$ cat config.mk
export PLATFORM = sky130hd
export DESIGN_NAME = argmax_stream_driver
export DESIGN_NICKNAME = d
export VERILOG_FILES = /design/src/rtl/argmax_stream_driver.sv
export SDC_FILE = /design/constraint.sdc
export NUM_CORES = 1
export LEC_CHECK = 0
export BUFFER_PORTS_ARGS = -buffer_cell sky130_fd_sc_hd__buf_2
export CAP_MARGIN = 15
export CORE_MARGIN = 2
export CORE_UTILIZATION = 45
export CTS_CLUSTER_DIAMETER = 100
export DETAILED_ROUTE_END_ITERATION = 7
export PLACE_DENSITY = 0.66
export SLEW_MARGIN = 40
export SYNTH_ARGS = -nofsm -noshare
export SYNTH_HDL_FRONTEND = slang
export SYNTH_SLANG_ARGS = --single-unit
$ cat constraint.sdc
create_clock -name clk -period 5.2 [get_ports clk]
set_clock_uncertainty 0.1 [all_clocks]
set_input_delay 0.26 -clock clk [delete_from_list [all_inputs] [get_ports clk]]
set_output_delay 0.26 -clock clk [all_outputs]
set_load 0.01 [all_outputs]
$ cat src/rtl/argmax_stream_driver.sv
// Buffers one score vector, streams it into the argmax cell chain as indexed beats,
// then captures the returned winner and offers it downstream with a valid/ready handshake.
module argmax_stream_driver #(
    parameter int DATA_WIDTH     = 32,
    parameter int CELL_AMOUNT    = 10,
    parameter int TIMEOUT_CYCLES = 64
) (
    input  logic                  clk,
    input  logic                  rst,
    input  logic [DATA_WIDTH-1:0] score_value,
    input  logic                  score_valid,
    output logic                  score_ready,
    output logic [DATA_WIDTH-1:0] cell_index,
    output logic [DATA_WIDTH-1:0] cell_value,
    output logic                  cell_enable,
    input  logic [DATA_WIDTH:0]   cell_result,
    output logic [DATA_WIDTH-1:0] class_index,
    output logic                  class_valid,
    input  logic                  class_ready,
    output logic                  busy,
    output logic                  timeout_error,
    output logic [1:0]            state_dbg
);
    // Handshakes: a transfer happens on a rising edge where valid and ready are both high;
    // valid never depends on ready, and the presented data holds until the transfer.

    localparam int IDX_W = (CELL_AMOUNT > 1) ? $clog2(CELL_AMOUNT) : 1;
    localparam int PTR_W = $clog2(CELL_AMOUNT + 1);
    localparam int TMR_W = (TIMEOUT_CYCLES > 1) ? $clog2(TIMEOUT_CYCLES) : 1;
    localparam logic [IDX_W-1:0] LAST_IDX = IDX_W'(CELL_AMOUNT - 1);
    localparam logic [PTR_W-1:0] END_PTR  = PTR_W'(CELL_AMOUNT);
    localparam logic [TMR_W-1:0] TMR_LAST = TMR_W'(TIMEOUT_CYCLES - 1);

    typedef enum logic [1:0] {
        LOAD   = 2'd0,
        STREAM = 2'd1,
        WAIT   = 2'd2,
        HOLD   = 2'd3
    } state_t;

    state_t                state;
    logic [IDX_W-1:0]      wr_ptr;
    logic [PTR_W-1:0]      rd_ptr;
    logic [TMR_W-1:0]      timer;
    logic [DATA_WIDTH-1:0] score_buf [2**IDX_W];

    assign score_ready = (state == LOAD);
    assign busy        = (state != LOAD);
    assign state_dbg   = state;

    // Storage is deliberately left out of reset; a reset only rewinds the pointers.
    always_ff @(posedge clk) begin
        if (!rst && state == LOAD && score_valid) begin
            score_buf[wr_ptr] <= score_value;
        end
    end

    always_ff @(posedge clk) begin
        if (rst) begin
            state         <= LOAD;
            wr_ptr        <= '0;
            rd_ptr        <= '0;
            timer         <= '0;
            cell_enable   <= 1'b0;
            cell_index    <= '0;
            cell_value    <= '0;
            class_valid   <= 1'b0;
            class_index   <= '0;
            timeout_error <= 1'b0;
        end else begin
            timeout_error <= 1'b0;
            case (state)
                LOAD: begin
                    if (score_valid) begin
                        if (wr_ptr == LAST_IDX) begin
                            wr_ptr <= '0;
                            state  <= STREAM;
                        end else begin
                            wr_ptr <= wr_ptr + IDX_W'(1);
                        end
                    end
                end
                STREAM: begin
                    // One beat per cycle; the extra cycle after the last beat drops enable.
                    if (rd_ptr == END_PTR) begin
                        cell_enable <= 1'b0;
                        cell_index  <= '0;
                        cell_value  <= '0;
                        rd_ptr      <= '0;
                        timer       <= '0;
                        state       <= WAIT;
                    end else begin
                        cell_enable <= 1'b1;
                        cell_index  <= DATA_WIDTH'(rd_ptr);
                        cell_value  <= score_buf[rd_ptr[IDX_W-1:0]];
                        rd_ptr      <= rd_ptr + PTR_W'(1);
                    end
                end
                WAIT: begin
                    // The result valid is a one-cycle pulse, so it wins over a same-cycle timeout.
                    if (cell_result[DATA_WIDTH]) begin
                        class_index <= cell_result[DATA_WIDTH-1:0];
                        class_valid <= 1'b1;
                        state       <= HOLD;
                    end else if (timer == TMR_LAST) begin
                        timeout_error <= 1'b1;
                        state         <= LOAD;
                    end else begin
                        timer <= timer + TMR_W'(1);
                    end
                end
                HOLD: begin
                    if (class_ready) begin
                        class_valid <= 1'b0;
                        state       <= LOAD;
                    end
                end
                default: state <= LOAD;
            endcase
        end
    end

endmodule

==> flow_metrics.py, run 1 <==
metrics = {
    "run_status": {
        "status": "finished, final reports clean",
    },
    "yosys": {
        "synth_xor_area_share_pct": 0.114,
        "synth_cell_types": 52,
        "synth_edf_count": 512,
        "avgSynthCellArea_um2": 17.7,
        "yosys.area.top_type": "edfxtp_1",
        "synth_mux_area_share_pct": 13.2,
        "synth_seq_cells": 603,
        "dominantRegCellSynth": "edfxtp_1",
        "synthSimpleGateAreaFrac_pct": 3.19,
        "syn_area_um2": 23000,
        "synthArstFlopShare_pct": 0,
        "post_synth_fa_ha_maj_area_fraction_pct": 0.0545,
        "netlist_instances": 1299,
        "synth_top_family_by_area": "multiplexers",
        "synth_compound_area_share_pct": 5.81,
        "ys_warn_count": 0,
        "netlist.area_leader.share_pct": 66.9,
        "ys_seq_area_share_pct": 74.9,
        "ys_top_cells_by_area": "edfxtp_1 (67%), dfxtp_1 (7.9%), mux2i_1 (7.0%)",
    },
    "pwr": {
        "power_per_cell_area_nw_per_um2": 352,
        "ir_worst_vdd_mv": 0.261,
        "p_leak_nw": 8.86,
    },
    "grt": {
        "grtUsageTotal_pct": 19.0,
        "antenna_found_initial": 1,
        "grt_pass1_vias": 12903,
        "gr-total-overflow": 0,
        "grt_max_degree": 62,
        "grt_pass1_wl_um": 76900,
    },
    "detailed_routing": {
        "totalWireLength_um": 50100,
        "drtPass1Iterations": 7,
        "via_count": 12514,
        "routedWlPerCell_um": 22.2,
        "drtIter0Drc": 973,
        "drtAntennaViolNets": 0,
        "vias_per_cell": 5.54,
        "drc_errors": 0,
    },
    "clock_network": {
        "clockBufferDepth": 3,
        "cts_setup_buffers": 0,
        "clock_latency_ns": 0.62,
        "cts_tree": "built",
        "clk_pin_slew_ns": 0.06,
        "cts_buffers": 58,
        "root_buffer": "clkbuf_16",
        "htree_levels": 2,
        "clkSinkCount": 603,
    },
    "setup_path": {
        "cp.required_ns": 5.38,
        "critPathKind": "reg -> reg",
        "r2r_end": "score_buf[11][7]",
        "worst-path-max-fanout": 17,
        "arrival_ns": 3.19,
        "crit_path_end_kind": "flop",
        "reg2reg_from": "state_dbg[1]",
        "reg2regPathDepth": 5,
        "r2r_setup_slack_ns": 2.19,
        "critPathLaunchType": "flop",
    },
    "placement": {
        "gp_congestion": 0.730,
        "port-buffer-count": 143,
        "dp_hpwl_um": 30800,
        "dpl_cell_area_um2": 25000,
    },
    "die": {
        "coreArea_um2": 50300,
        "row_count": 82,
        "die_area_um2": 52900,
        "initial_utilization_pct": 45.7,
        "die-width_um": 230,
        "chipHeight_um": 230,
        "io_pins": 172,
    },
    "timing": {
        "fmax_mhz": 332,
        "setup_viol": 0,
        "slew_headroom_pct": 47.4,
        "finalMaxSlewViolations": 0,
        "worst_slew_pin_slew_ns": 0.787,
        "final-hold-violation-count": 0,
        "min_period_over_period_pct": 57.9,
        "setup_tns_ns": 0,
        "layout_min_cycle_time_ns": 3.01,
        "rsz0062_at_grt": "no",
    },
    "finish": {
        "diodes": 0,
        "nets": 1608,
        "syn_to_final_growth_pct": 20.4,
        "drive_above_1_share_pct": 23.9,
        "stdcell_area_um2": 27700,
    },
    "worst_hold_path": {
        "min-delay-start": "cell_result[0]",
        "whs_endpoint": "class_index[0]",
        "hold_depth": 4,
        "hp-class": "in -> reg",
    },
    "run": {
        "maxCapViolations": 0,
    },
}
[cell type report]
| cell class | count | area, um2 |
|---|---|---|
| clock buffer | 74 | 1570 |
| clock inverter | 35 | 379 |
| fill | 3867 | 22600 |
| inverter | 6 | 22.5 |
| multi-input combinational | 609 | 5420 |
| sequential | 603 | 17200 |
| tap | 672 | 841 |
| timing repair buffer | 260 | 2210 |
[placed cells by master, fill, tap and decap left out, types with 16 or more instances in the layout]
cell	instances
mux2i_1	160
o21ai_0	21
buf_4	17
buf_16	16
a22oi_1	65
a21oi_1	49
mux4_2	64
dfxtp_1	88
nand2_1	83
clkbuf_16	58
edfxtp_1	512
conb_1	28
buf_2	143
dlygate4sd3_1	70
a32oi_1	32
o21ai_1	18
[stage by stage]
step,utilization (%),cells,setup WS [ns],power [mW],hold slack (ns)
4_1_cts,55.0,2258,2.15,9.82,0.287
6_report,55.0,2259,2.19,9.74,0.323
3_3_place_gp,48.5,2053,1.97,5.54,0.340
2_1_floorplan,-,1326,1.18,5.46,0.237
5_1_grt,55.0,2259,1.94,10.0,0.309
3_5_place_dp,49.7,2079,2.18,5.56,0.343
[where the power goes]
group	switching, mW	internal (mW)	total, mW
combinational	0.135	0.0815	0.217
sequential	0.0104	5.27	5.28
clock	1.79	2.45	4.24
total	1.94	7.80	9.74
[registers in the layout (all words and copies together), names as in the netlist, named ones only]
register	count
state_dbg	2
wr_ptr	4
cell_index	4
cell_enable	1
rd_ptr	4
timeout_error	1
timer	6
class_valid	1
class_index	32
cell_value	32
score_buf	512
[cells by family after synthesis]
family | count (synthesis)
buffers and inverters | 114
xor gates and xnor gates | 3
adders and majority gates | 1
and+or+nand+nor | 154
muxes | 224
AOI/OAI and AO/OA | 199
other | 1
DFF | 603
[what timing repair did]
item | CTS | global route
hold endpoints to repair | 552 | 0
hold buffers | 70 | 0
resized for setup | 0 | 0
[per-layer routing]
metal	vias to the layer above	routed length (um)	track usage, %
met3	98	2700	3.45
met4	2	1100	4.90
met5	-	11	0
li1	5587	-	-
met1	6404	21400	25.4
met2	423	24900	32.3
[Yosys cell counts (2+ instances only)]
library cell	count
mux4_2	64
a32oi_1	32
nand2_1	83
buf_2	40
a2111o_1	3
a21oi_1	49
buf_4	34
nor2_1	26
edfxtp_1	512
or2_2	2
nand2b_1	5
and2_1	2
buf_1	3
o21ai_0	21
nor2b_1	5
o311ai_0	2
nor3_1	6
o21ai_1	18
and3_1	2
nand3_1	8
dfxtp_1	91
inv_1	6
o2111ai_1	2
buf_6	2
a21o_1	2
xor2_1	3
mux2i_1	160
a22oi_1	65
clkbuf_1	28
[worst max path at each step]
stage / startpoint / to / slack (ns) / depth (start not counted)
6_report: state_dbg[1] / score_buf[11][7] / 2.19 / 5
5_1_grt: state_dbg[1] / score_buf[11][7] / 1.94 / 5
3_3_place_gp: state_dbg[1] / score_buf[3][19] / 1.97 / 5
3_5_place_dp: state_dbg[1] / score_buf[11][0] / 2.18 / 5
2_1_floorplan: state_dbg[1] / score_buf[2][0] / 1.18 / 5
4_1_cts: state_dbg[1] / score_buf[11][7] / 2.15 / 5
[worst max-delay path, stage by stage (launching register included)]
cell,delay (ns)
dfxtp_1,0.45
nor2_1,0.38
and3_1,0.24
nand3_1,0.34
nor2_4,0.73
buf_4,0.44
No activity file was read; power rests on OpenSTA's default activity.
==> run 2: changes to the inputs <==
Clock period 5.2 ns to 2.9 ns, I/O delays scaled along.
==> flow_metrics.py, run 2 (synthesis gave the netlist of run 1 again) <==
metrics = {
    "die": {
        "die-width_um": 230,
        "coreArea_um2": 50300,
        "initial_utilization_pct": 45.7,
        "chipHeight_um": 230,
        "io_pins": 172,
        "die_area_um2": 52900,
        "row_count": 82,
    },
    "grt": {
        "gr-total-overflow": 0,
        "grtUsageTotal_pct": 18.8,
        "grt_pass1_wl_um": 75500,
        "antenna_found_initial": 1,
        "grt_max_degree": 64,
        "grt_pass1_vias": 12768,
    },
    "timing": {
        "layout_min_cycle_time_ns": 2.33,
        "rsz0062_at_grt": "no",
        "slew_headroom_pct": 58.3,
        "min_period_over_period_pct": 80.4,
        "worst_slew_pin_slew_ns": 0.626,
        "fmax_mhz": 429,
        "final-hold-violation-count": 0,
        "finalMaxSlewViolations": 0,
        "setup_viol": 0,
    },
    "finish": {
        "stdcell_area_um2": 27500,
        "syn_to_final_growth_pct": 19.7,
        "diodes": 0,
        "drive_above_1_share_pct": 24.1,
        "final_cell_mix": "edfxtp_1 (512), mux2i_1 (160), buf_2 (143)",
        "top_regs": "score_buf: 512 flops, cell_value: 32 flops, class_index: 32 flops",
        "top_register": "score_buf",
        "largest_register_ffs": 512,
        "mostFrequentLayoutCell": "edfxtp_1",
        "nets": 1627,
    },
    "pwr": {
        "swShare_pct": 19.8,
        "p_comb_share_pct": 2.2,
        "ir_worst_vdd_mv": 0.489,
        "p_seq_share_pct": 54.6,
        "power_mw": 17.3,
        "p_int_mw": 13.9,
        "power_per_cell_area_nw_per_um2": 631,
        "p_sw_mw": 3.44,
        "p_clk_share_pct": 43.2,
        "p_leak_nw": 8.79,
    },
    "placement": {
        "dpl_cell_area_um2": 24700,
        "gp_congestion": 0.741,
        "dp_hpwl_um": 29200,
        "port-buffer-count": 143,
    },
    "worst_hold_path": {
        "min-delay-start": "cell_result[16]",
        "hold_depth": 4,
        "hp-class": "in -> reg",
        "whs_endpoint": "class_index[16]",
    },
    "setup_path": {
        "reg2reg_from": "state_dbg[0]",
        "critPathKind": "reg -> reg",
        "critPathLaunch": "state_dbg[0]",
        "critPathLaunchType": "flop",
        "r2r_end": "score_buf[12][24]",
        "crit_path_end_kind": "flop",
        "arrival_ns": 2.49,
        "cp.required_ns": 3.06,
        "reg2regPathDepth": 4,
        "worst-path-max-fanout": 21,
        "r2r_setup_slack_ns": 0.57,
    },
    "clock_network": {
        "clk_pin_slew_ns": 0.06,
        "clkSinkCount": 603,
        "root_buffer": "clkbuf_16",
        "cts_tree": "built",
        "cts_setup_buffers": 0,
        "cts_buffers": 59,
        "htree_levels": 2,
        "clock_latency_ns": 0.61,
        "cts-resized-gates": 0,
        "clockBufferDepth": 3,
    },
    "detailed_routing": {
        "vias_per_cell": 5.45,
        "drtAntennaViolNets": 0,
        "drc_errors": 0,
        "drtIter0Drc": 1005,
        "via_count": 12433,
        "routedWlPerCell_um": 21.8,
        "drtPass1Iterations": 5,
        "totalWireLength_um": 49800,
    },
    "run": {
        "maxCapViolations": 0,
    },
    "run_status": {
        "status": "finished, final reports clean",
    },
}
run 2: changes by cell type in the layout (fill, tap and decap cells not counted), sizes merged:
cell         before  now
dlygate4sd3      70   81
clkbuf           74   83
buf             190  197
bufinv            6    3
inv              11    8
clkinv           19   20
clkinvlp          5    4
run 2: critical path: stages, from the launching register on:
cell and delay, ns:
dfxtp_1 0.41, or4b_4 0.56, or3_4 0.41, nor2_4 0.13
buf_4 0.36
run 2: timing repair:
action,CTS,global route
endpoints found under the hold margin,556,0
endpoints found under the setup margin,0,0
hold buffers,81,0
run 2: how the worst max path moves through the flow:
stage	depth (start not counted)	slack (ns)	end
finish	4	0.57	score_buf[12][24]
global route	5	0.46	score_buf[14][21]
CTS	4	0.54	score_buf[12][26]
detailed placement	4	0.55	score_buf[4][10]
global placement	4	0.59	score_buf[4][18]
floorplan	4	-0.41	score_buf[8][0]
run 2: final cells by class:
type / instances / area [um2]
Clock buffer: 83 / 1680
Tap cell: 672 / 841
Clock inverter: 29 / 263
Sequential cell: 603 / 17200
Fill cell: 3935 / 22800
Inverter: 6 / 22.5
Multi-Input combinational cell: 609 / 5420
Timing Repair Buffer: 278 / 2060
run 2: through the flow:
step                hold WS, ns  utilization, %  setup WS (ns)  std cells  TNS (ns)
floorplan                 0.122               -         -0.410       1326    -98.65
global placement          0.284            49.2          0.588       2086         0
detailed placement        0.292            49.2          0.554       2087         0
CTS                       0.187            54.7          0.539       2280         0
global route              0.221            54.7          0.456       2280         0
finish                    0.231            54.7          0.568       2280         0
run 2: metal layers:
layer	share of wire (%)	global-route usage [%]
met1	42	25.4
met5	0.026	0
met4	2.2	5.38
met2	50	31.9
met3	5.4	2.86
run 2: power groups by stage:
stage	Combinational (mW)	Clock, mW	Sequential, mW
floorplan	0.137	0	9.65
global placement	0.289	0	9.65
detailed placement	0.302	0	9.65
CTS	0.375	7.66	9.46
global route	0.413	7.96	9.46
finish	0.376	7.50	9.47
==> run 3: changes to the inputs <==
Settings changed: ABC_AREA set to 1, PLACE_DENSITY 0.66 to 0.65.
Clock period 2.9 ns to 2.2 ns, I/O delays scaled along.
==> flow_metrics.py, run 3 <==
metrics = {
    "yosys": {
        "synthArstFlopShare_pct": 0,
        "ys_warn_count": 0,
        "ys_top_cells_by_area": "edfxtp_1 (60%), nand2_1 (12%), nand3_1 (7.7%)",
        "netlist_top_cells_count": "nand2_1 (834), edfxtp_1 (512), inv_1 (409)",
        "dominantRegCellSynth": "edfxtp_1",
        "synth_edf_count": 512,
        "synth_cell_types": 32,
        "netlist_instances": 2547,
        "ys_seq_area_share_pct": 67.7,
        "syn_area_um2": 25400,
        "avgSynthCellArea_um2": 9.98,
        "netlist.area_leader.share_pct": 60.5,
        "yosys.area.top_type": "edfxtp_1",
        "synth_most_common_cell": "nand2_1",
        "synth_seq_cells": 603,
    },
    "clock_network": {
        "root_buffer": "clkbuf_16",
        "cts_buffers": 61,
        "clk_pin_slew_ns": 0.06,
        "clkSinkCount": 603,
        "clockBufferDepth": 3,
        "cts_tree": "built",
        "clock_latency_ns": 0.63,
        "htree_levels": 2,
        "cts_setup_buffers": 0,
        "ctsHoldBuffers": 68,
        "cts-resized-gates": 0,
    },
    "detailed_routing": {
        "met1_length_um": 26800,
        "met3_length_um": 4040,
        "drtIter0Drc": 1761,
        "wl_met2_um": 32600,
        "drtPass1Iterations": 7,
        "routedWlPerCell_um": 18.3,
        "drtAntennaViolNets": 0,
        "totalWireLength_um": 65200,
        "via_count": 18024,
        "drc_errors": 0,
        "top_layer": "met4",
        "vias_per_cell": 5.05,
    },
    "die": {
        "chipHeight_um": 242,
        "die_area_um2": 58400,
        "coreArea_um2": 56100,
        "die-width_um": 242,
        "initial_utilization_pct": 45.3,
        "row_count": 87,
        "io_pins": 172,
    },
    "placement": {
        "placed_cells": 3382,
        "gp_congestion": 0.833,
        "dpl_cell_area_um2": 27500,
        "dp_hpwl_um": 37700,
        "port-buffer-count": 143,
        "preCtsSetupSlack_ns": 0.0991,
    },
    "finish": {
        "largest_register_ffs": 512,
        "top_regs": "score_buf: 512 flops, cell_value: 32 flops, class_index: 32 flops",
        "top_register": "score_buf",
        "syn_to_final_growth_pct": 18.4,
        "register_area_um2": 17200,
        "fill_cells": 4779,
        "nets": 2827,
        "mostFrequentLayoutCell": "nand2_1",
        "drive_above_1_share_pct": 12.2,
        "diodes": 0,
        "multi_input_area_um2": 6130,
        "final_cell_mix": "nand2_1 (834), edfxtp_1 (512), inv_1 (403)",
        "fin_cells": 3566,
        "stdcell_area_um2": 30100,
    },
    "timing": {
        "final-hold-violation-count": 0,
        "rsz0062_at_grt": "no",
        "whs_ns": 0.124,
        "setup_viol": 0,
        "fmax_mhz": 474,
        "layout_min_cycle_time_ns": 2.11,
        "worst_slew_pin_slew_ns": 0.652,
        "finalMaxSlewViolations": 0,
        "slew_headroom_pct": 56.6,
        "setup_slack_ns": 0.0911,
        "min_period_over_period_pct": 95.9,
    },
    "setup_path": {
        "path_cells": "nor2_4, inv_2, nor2_2, inv_2, nor2_4, nand2_1, nor2_4, buf_12",
        "max_stage_delay_ns": 0.38,
        "crit_path_end_kind": "flop",
        "cp_num_buf_inv": 3,
        "crit_path_frequent_cell": "nor2_4",
        "worst-path-max-fanout": 32,
        "critPathLaunchType": "flop",
        "crit_slowest_cell": "dfxtp_4",
        "cp.required_ns": 2.41,
        "arrival_ns": 2.32,
        "critPathTopFamily": "simple AND/OR/NAND/NOR gates",
        "critPathKind": "reg -> reg",
    },
    "run": {
        "maxCapViolations": 0,
    },
    "grt": {
        "antenna_found_initial": 0,
        "grt_pass1_vias": 17662,
        "grtUsageTotal_pct": 22.2,
        "grt_pass1_wl_um": 101000,
        "gr-total-overflow": 0,
        "grt_max_degree": 76,
    },
    "pwr": {
        "power_per_cell_area_nw_per_um2": 931,
        "power_mw": 28.0,
        "p_leak_nw": 12.7,
        "ir_worst_vdd_mv": 0.649,
    },
    "run_status": {
        "status": "finished, final reports clean",
    },
    "worst_hold_path": {
        "hp-class": "in -> reg",
    },
}
[run 3: cell count changes in the layout (fill, tap and decap cells not counted), moves of 32 or more]
cell / before / now
nand2_1: 83 / 834
inv_1: 6 / 403
nand3_1: 8 / 392
mux2i_1: 160 / 0
a22oi_1: 65 / 0
mux4_2: 64 / 0
a21oi_1: 49 / 81
a32oi_1: 32 / 0
[run 3: power breakdown]
part / internal [mW] / switching, mW / total, mW / leakage [nW]
Sequential: 12.8 / 0.252 / 13.1 / 5.35
Clock: 5.69 / 4.37 / 10.1 / 0.948
Combinational: 1.54 / 3.36 / 4.90 / 6.37
Total: 20.0 / 7.98 / 28.0 / 12.7
[run 3: cell type report]
cell class | instances | share of cell area (%)
Inverter | 416 | 5.24
Tap cell | 756 | 3.14
Sequential cell | 603 | 57.2
Clock buffer | 84 | 5.59
Multi-Input combinational cell | 1400 | 20.4
Clock inverter | 32 | 0.823
Timing Repair Buffer | 275 | 7.63
[run 3: stage by stage]
stage	utilization (%)	setup TNS (ns)
final	53.7	0
after global routing	53.7	0
after CTS	53.7	0
after detailed placement	49.0	0
after global placement	49.0	0
after floorplan	-	-36.21
[run 3: logic make-up after synthesis]
logic type,after synthesis,synth area share [%]
AOI/OAI and AO/OA,95,1.94
xor gates and xnor gates,2,0.0689
adders and majority gates,1,0.0492
buffers and inverters,571,9.24
DFF,603,67.7
other,1,0.0148
and+or+nand+nor,1274,21.0
[run 3: routing by layer]
metal  track usage, %  vias to the layer above
met5                0                        -
met4             6.98                        0
met3             3.36                      119
met2             38.4                      608
met1             28.7                     8703
li1                 -                     8594
[run 3: path summary, 6_finish.rpt]
kind	from	endpoint	slack, ns	depth (start not counted)
worst min register to register	class_index[0]	class_index[0]	0.36	2
worst max-delay path	state_dbg[0]	score_buf[9][20]	0.09	8
worst max register to register	state_dbg[0]	score_buf[9][20]	0.09	8
worst min-delay path	cell_result[32]	timeout_error	0.12	3
[run 3: worst reg2reg max path, delay by kind of cell (launching register included)]
family / cells / cell delay [ns]
buffers and inverters: 3 / 0.39
AND/OR/NAND/NOR: 5 / 0.92
flip-flops: 1 / 0.38
